`src/rtl/caesar_stream_cipher_if.sv`:
```
// caesar_stream_cipher_if: character stream handshake bundle (input beat, mode, output beat)
interface caesar_stream_cipher_if #(parameter int LANES = 4);
  logic in_valid, in_ready, mode, out_valid, out_ready;
  logic [8*LANES-1:0] in_data, out_data;
  modport master(output in_valid, in_data, mode, out_ready, input in_ready, out_valid, out_data);
  modport slave(input in_valid, in_data, mode, out_ready, output in_ready, out_valid, out_data);
endinterface

```
`src/rtl/caesar_stream_cipher.sv`:
```
// caesar_stream_cipher: multi-lane Caesar encrypt/decrypt stream with one-cycle latency
module caesar_stream_cipher #(
  parameter int LANES = 4,
  parameter int CNT_W = 32
) (
  input  logic clk,
  input  logic rst_n,
  input  logic [4:0] key_in,
  input  logic key_load,
  output logic key_err,
  output logic [CNT_W-1:0] beat_count,
  caesar_stream_cipher_if.slave s
);
  typedef enum logic {UNKEYED, RUN} state_t;
  state_t state_q, state_d;
  logic [4:0] key_q, key_d;
  logic key_ok, accept, out_valid_q;
  logic [8*LANES-1:0] out_q, xf;
  function automatic logic [7:0] shift_char(input logic [7:0] c, input logic [4:0] k, input logic dec);
    logic up, lo;
    logic [7:0] base, off;
    logic [5:0] sum;
    up = c >= 8'h41 && c <= 8'h5A;
    lo = c >= 8'h61 && c <= 8'h7A;
    base = up ? 8'h41 : 8'h61;
    off = c - base;
    sum = off[5:0] + (dec ? 6'd26 - {1'b0, k} : {1'b0, k});
    sum = sum >= 6'd26 ? sum - 6'd26 : sum;
    return (up || lo) ? base + {2'b00, sum} : c;
  endfunction
  assign key_ok = key_load && key_in <= 5'd25;
  assign s.in_ready = state_q == RUN && (!out_valid_q || s.out_ready);
  assign accept = s.in_valid && s.in_ready;
  assign s.out_valid = out_valid_q;
  assign s.out_data = out_q;
  for (genvar i = 0; i < LANES; i++) begin : g_lane
    assign xf[8*i +: 8] = shift_char(s.in_data[8*i +: 8], key_q, s.mode);
  end
  // next state and key: any legal load arms the stream and replaces the key
  always_comb begin
    state_d = key_ok ? RUN : state_q;
    key_d = key_ok ? key_in : key_q;
  end
  // state, key, output beat register and beat counter
  always_ff @(posedge clk or negedge rst_n) begin
    if (!rst_n) begin
      state_q <= UNKEYED;
      key_q <= '0;
      key_err <= 1'b0;
      out_valid_q <= 1'b0;
      out_q <= '0;
      beat_count <= '0;
    end else begin
      state_q <= state_d;
      key_q <= key_d;
      key_err <= key_load && !key_ok;
      out_valid_q <= accept || (out_valid_q && !s.out_ready);
      out_q <= accept ? xf : out_q;
      beat_count <= beat_count + CNT_W'(accept);
    end
  end
endmodule

```
`src/flat_wrapper.sv`:
```
// flat-port wrapper written by rule: the top's interface ports become plain ports
module caesar_stream_cipher_flat 
#(
  parameter int LANES = 4,
  parameter int CNT_W = 32
)
  (clk, rst_n, key_in, key_load, key_err, beat_count, s_in_valid, s_in_data, s_mode, s_out_ready, s_in_ready, s_out_valid, s_out_data);
  caesar_stream_cipher_if #(.LANES(LANES)) s_i ();
  input  logic clk;
  input  logic rst_n;
  input  logic [4:0] key_in;
  input  logic key_load;
  output logic key_err;
  output logic [CNT_W-1:0] beat_count;
  input wire logic [$bits(s_i.in_valid)-1:0] s_in_valid;
  input wire logic [$bits(s_i.in_data)-1:0] s_in_data;
  input wire logic [$bits(s_i.mode)-1:0] s_mode;
  input wire logic [$bits(s_i.out_ready)-1:0] s_out_ready;
  output wire logic [$bits(s_i.in_ready)-1:0] s_in_ready;
  output wire logic [$bits(s_i.out_valid)-1:0] s_out_valid;
  output wire logic [$bits(s_i.out_data)-1:0] s_out_data;
  assign s_i.in_valid = s_in_valid;
  assign s_i.in_data = s_in_data;
  assign s_i.mode = s_mode;
  assign s_i.out_ready = s_out_ready;
  assign s_in_ready = s_i.in_ready;
  assign s_out_valid = s_i.out_valid;
  assign s_out_data = s_i.out_data;
  caesar_stream_cipher #(.LANES(LANES), .CNT_W(CNT_W)) u_core (.clk(clk), .rst_n(rst_n), .key_in(key_in), .key_load(key_load), .key_err(key_err), .beat_count(beat_count), .s(s_i));
endmodule
```
`config.mk`:
```
export PLATFORM = sky130hd
export DESIGN_NAME = caesar_stream_cipher_flat
export DESIGN_NICKNAME = d
export VERILOG_FILES = /design/src/rtl/caesar_stream_cipher_if.sv /design/src/rtl/caesar_stream_cipher.sv /design/src/flat_wrapper.sv
export SDC_FILE = /design/constraint.sdc
export NUM_CORES = 1
export LEC_CHECK = 0
export BUFFER_PORTS_ARGS = -buffer_cell sky130_fd_sc_hd__buf_2
export CORE_MARGIN = 3
export CORE_UTILIZATION = 35
export CTS_BUF_LIST = sky130_fd_sc_hd__clkbuf_2
export DETAILED_ROUTE_END_ITERATION = 10
export PLACE_DENSITY = 0.53
export SYNTH_ARGS = -nofsm -noshare
export SYNTH_HDL_FRONTEND = slang
export SYNTH_SLANG_ARGS = --single-unit
```
`constraint.sdc`:
```
create_clock -name clk -period 10.68 [get_ports clk]
set_input_delay 0.534 -clock clk [delete_from_list [all_inputs] [get_ports clk]]
set_output_delay 0.534 -clock clk [all_outputs]
set_load 0.01 [all_outputs]
```
==> flow_summary_export.csv <==
group,metric,value,unit
setup_path,start_kind,"flop",
timing,setup_viol,0,
yosys,synth_area_per_cell,8.59,µm²
power_and_ir_drop,sw_frac_of_total,0.459,
clock_tree,h-tree-depth,3,
power_and_ir_drop,pwr-share-seq,0.233,
routing,ant_nets,0,
placement,gp_congestion,0.940,
power_and_ir_drop,pwr-share-clk,0.142,
setup_path,cp_max_fo,8,
yosys,synth_flop_cell,"dfrtp_1",
timing,fin_setup_tns,0,ps
yosys,synthArstFlopShare,1.00,
yosys,synth-seq-cells,72,
power_and_ir_drop,combPwrFrac,0.625,
clock_tree,post_cts_resize_count,0,
yosys,synth_area,0.00557,mm²
power_and_ir_drop,p_per_area,234,mW/mm²
placement,hpwl,10900,µm
power_and_ir_drop,leakage,3.23,nW
grt,antenna_found_initial,0,
clock_tree,cts_buffers,9,
final_layout,fin_nets,853,
yosys,synth-edff-count,0,
status,status,"complete, no violations",
yosys,netlist_top_cells_area,"dfrtp_1 32%, ha_1 11%, xnor2_1 7.1%",
yosys,yosys-top-cells-count,"75 x nand2_1, 72 x dfrtp_1, 57 x nor2_1, 53 x inv_1, 47 x ha_1",
yosys,synth_top_area_frac,0.324,
die,die_w,132,µm
timing,hold_violations,0,
timing,max_freq,224,MHz
yosys,synthMostInstantiatedCell,"nand2_1",
setup_path,critical_path.top_delay_family,"compound AO/OA/AOI/OAI gates",
clock_tree,clock_latency,590,ps
worst_hold_path,hp-class,"in2async",
yosys,yosysSeqAreaShare,0.324,
setup_path,end_kind,"flop",
grt,grt_pass1_vias,4794,
clock_tree,cts_tree,"yes",
grt,grt_usage,0.166,
yosys,ys_warn_count,0,
routing,wl_per_cell,14.6,µm
yosys,synth_cells,648,
yosys,synth_nets,742,
timing,slew_headroom,0.355,
routing,routed_via_density,5.04,
final_layout,filler_cell_count,1555,
setup_path,cp.required,11180,ps
setup_path,critPathBufInv,1,
clock_tree,cts_root_buf,"clkbuf_2",
setup_path,crit_chain,"ha_1, nand2_1, o21ai_0, ha_1, inv_1, ha_1, a211oi_1, o21bai_1, a21oi_1, xor3_2, o21a_1, o41a_1, a221oi_2, xor2_1, a21oi_1, a21o_1",
routing,route.detailed.drc,0,
routing,wirelength,14200,µm
timing,period_share,0.418,
power_and_ir_drop,p_switching,0.700,mW
routing,via_count,4910,
grt,grt_pass1_wl,23900,µm
timing,finalWorstSetupSlack,6220,ps
die,std_cell_rows,45,
yosys,synth.distinct_cells,54,
die,io_pins,110,
timing,finalMaxSlewViolations,0,
grt,grt_remaining_overflow,0,
routing,drtIter0Drc,156,
placement,preCtsSetupSlack,6260,ps
flow_run,maxCapViolCount,0,
placement,port_buffers,109,
grt,grt_max_degree,73,
timing,clock_skew,34.8,ps
setup_path,worstSetupPathType,"reg2reg",
final_layout,n_antenna_cell,0,
yosys,yosys.area.top_type,"dfrtp_1",
final_layout,syn_to_final_growth,17.2,%
timing,tightest_slew,968,ps
clock_tree,path_clk_slew,240,ps
timing,rsz0062_at_grt,"no",
die,core,0.0154,mm²
clock_tree,post_cts_buffers,0,
setup_path,cp_slowest_cell,"dfrtp_1",
die,die_h,132,µm
die,start_util,0.362,
power_and_ir_drop,p_int,0.825,mW
routing,firstDrtPassIters,4,
clock_tree,cts.path.max_buffers,2,
timing,period_needed,4460,ps
setup_path,arrival,4960,ps
power_and_ir_drop,ir_worst_vdd,0.0944,mV
clock_tree,clock_sinks,72,
die,dieArea,0.0175,mm²
setup_path,cpPeakStageDelay,540,ps
final_layout,final_layout_size_suffix_gt1_frac,0.192,
setup_path,cpMostUsedCell,"ha_1",
clock_tree,ctsHoldBuffers,0,
==> metrics by stage <==
step | util | std cells | cell area [µm²] | power, mW | hold slack [ps]
2_1_floorplan | - | 648 | 5570 | 1.09 | 238
3_3_place_gp | 0.414 | 959 | 6360 | 1.29 | 447
3_5_place_dp | 0.414 | 959 | 6360 | 1.31 | 465
4_1_cts | 0.424 | 975 | 6520 | 1.53 | 43.5
5_1_grt | 0.424 | 975 | 6520 | 1.67 | 59.0
6_report | 0.424 | 975 | 6520 | 1.53 | 24.2
==> path summary, 6_finish.rpt <==
kind,start,endpoint,slack (ps),cells past startpoint
min,rst_n,u_core.beat_count[2]$_DFF_PN0_,20,1
max in group asynchronous,rst_n,u_core.s.out_data[3]$_DFFE_PN0P_,9970,1
max reg2reg,u_core.key_q[0]$_DFFE_PN0P_,u_core.s.out_data[27]$_DFFE_PN0P_,6220,16
max,u_core.key_q[0]$_DFFE_PN0P_,u_core.s.out_data[27]$_DFFE_PN0P_,6220,16
min in group clk,key_in[0],u_core.key_q[0]$_DFFE_PN0P_,180,2
min reg2reg,u_core.beat_count[31]$_DFF_PN0_,u_core.beat_count[31]$_DFF_PN0_,500,1
==> sequential cells by signal, indices dropped and copies added, names as in the netlist <==
name and count:
u_core.beat_count 32, u_core.s.out_data 32, u_core.key_q 5, u_core.key_err 1
u_core.s.out_valid 1, u_core.state_q 1
==> power by group through the flow <==
stage          Combinational, mW  Clock [mW]  Sequential (mW)
6_report                   0.954       0.216            0.356
5_1_grt                     1.07       0.238            0.365
4_1_cts                    0.951       0.227            0.357
3_5_place_dp               0.943           0            0.363
3_3_place_gp               0.927           0            0.360
2_1_floorplan              0.706           0            0.380
==> kinds of logic after synthesis <==
group	share of synthesized area
adders and majority gates	0.120
xor gates and xnor gates	0.135
AOI/OAI and AO/OA	0.141
and+or+nand+nor	0.207
muxes	0.0279
DFF	0.324
buffers and inverters	0.0452
==> layer usage <==
layer,GRT usage,vias up,routed length [µm]
li1,-,2471,-
met1,0.218,2296,6730
met2,0.271,131,6490
met3,0.0469,12,848
met4,0.0379,0,150
met5,0,-,0
==> placed cells by master, fill, tap and decap left out, types with 3 or more instances in the layout <==
cell type	netlist	final
nand2b_1	14	14
a21o_1	8	8
xor2_1	33	33
dfrtp_1	72	72
and3_1	10	10
ha_1	47	47
bufinv_16	0	3
o2111ai_1	3	3
nand2_1	75	75
nor2_1	57	57
a21oi_1	33	33
inv_1	53	53
a2bb2oi_1	3	3
clkbuf_2	0	10
mux2i_1	11	11
or2_2	4	4
nor3_1	15	15
o21bai_1	7	7
a31oi_1	9	9
xnor2_1	45	45
buf_4	1	5
nand4b_1	5	5
nor2b_1	5	5
nand4_1	8	8
o21ai_0	30	30
nor3b_1	4	4
buf_2	0	108
o22ai_1	3	3
o21a_1	4	4
nand3_1	30	30
mux2_2	4	4
o211ai_1	3	3
fa_1	4	4
==> cell type report <==
class / count / area [µm²] / share of cell area
Clock buffer: 10 / 50.0 / 0.00767
Clock inverter: 6 / 116 / 0.0178
Inverter: 53 / 199 / 0.0305
Multi-Input combinational cell: 510 / 3510 / 0.539
Sequential cell: 72 / 1800 / 0.276
Tap cell: 211 / 264 / 0.0405
Timing Repair Buffer: 113 / 578 / 0.0886
Note: power is estimated with default switching activity, not from simulation.
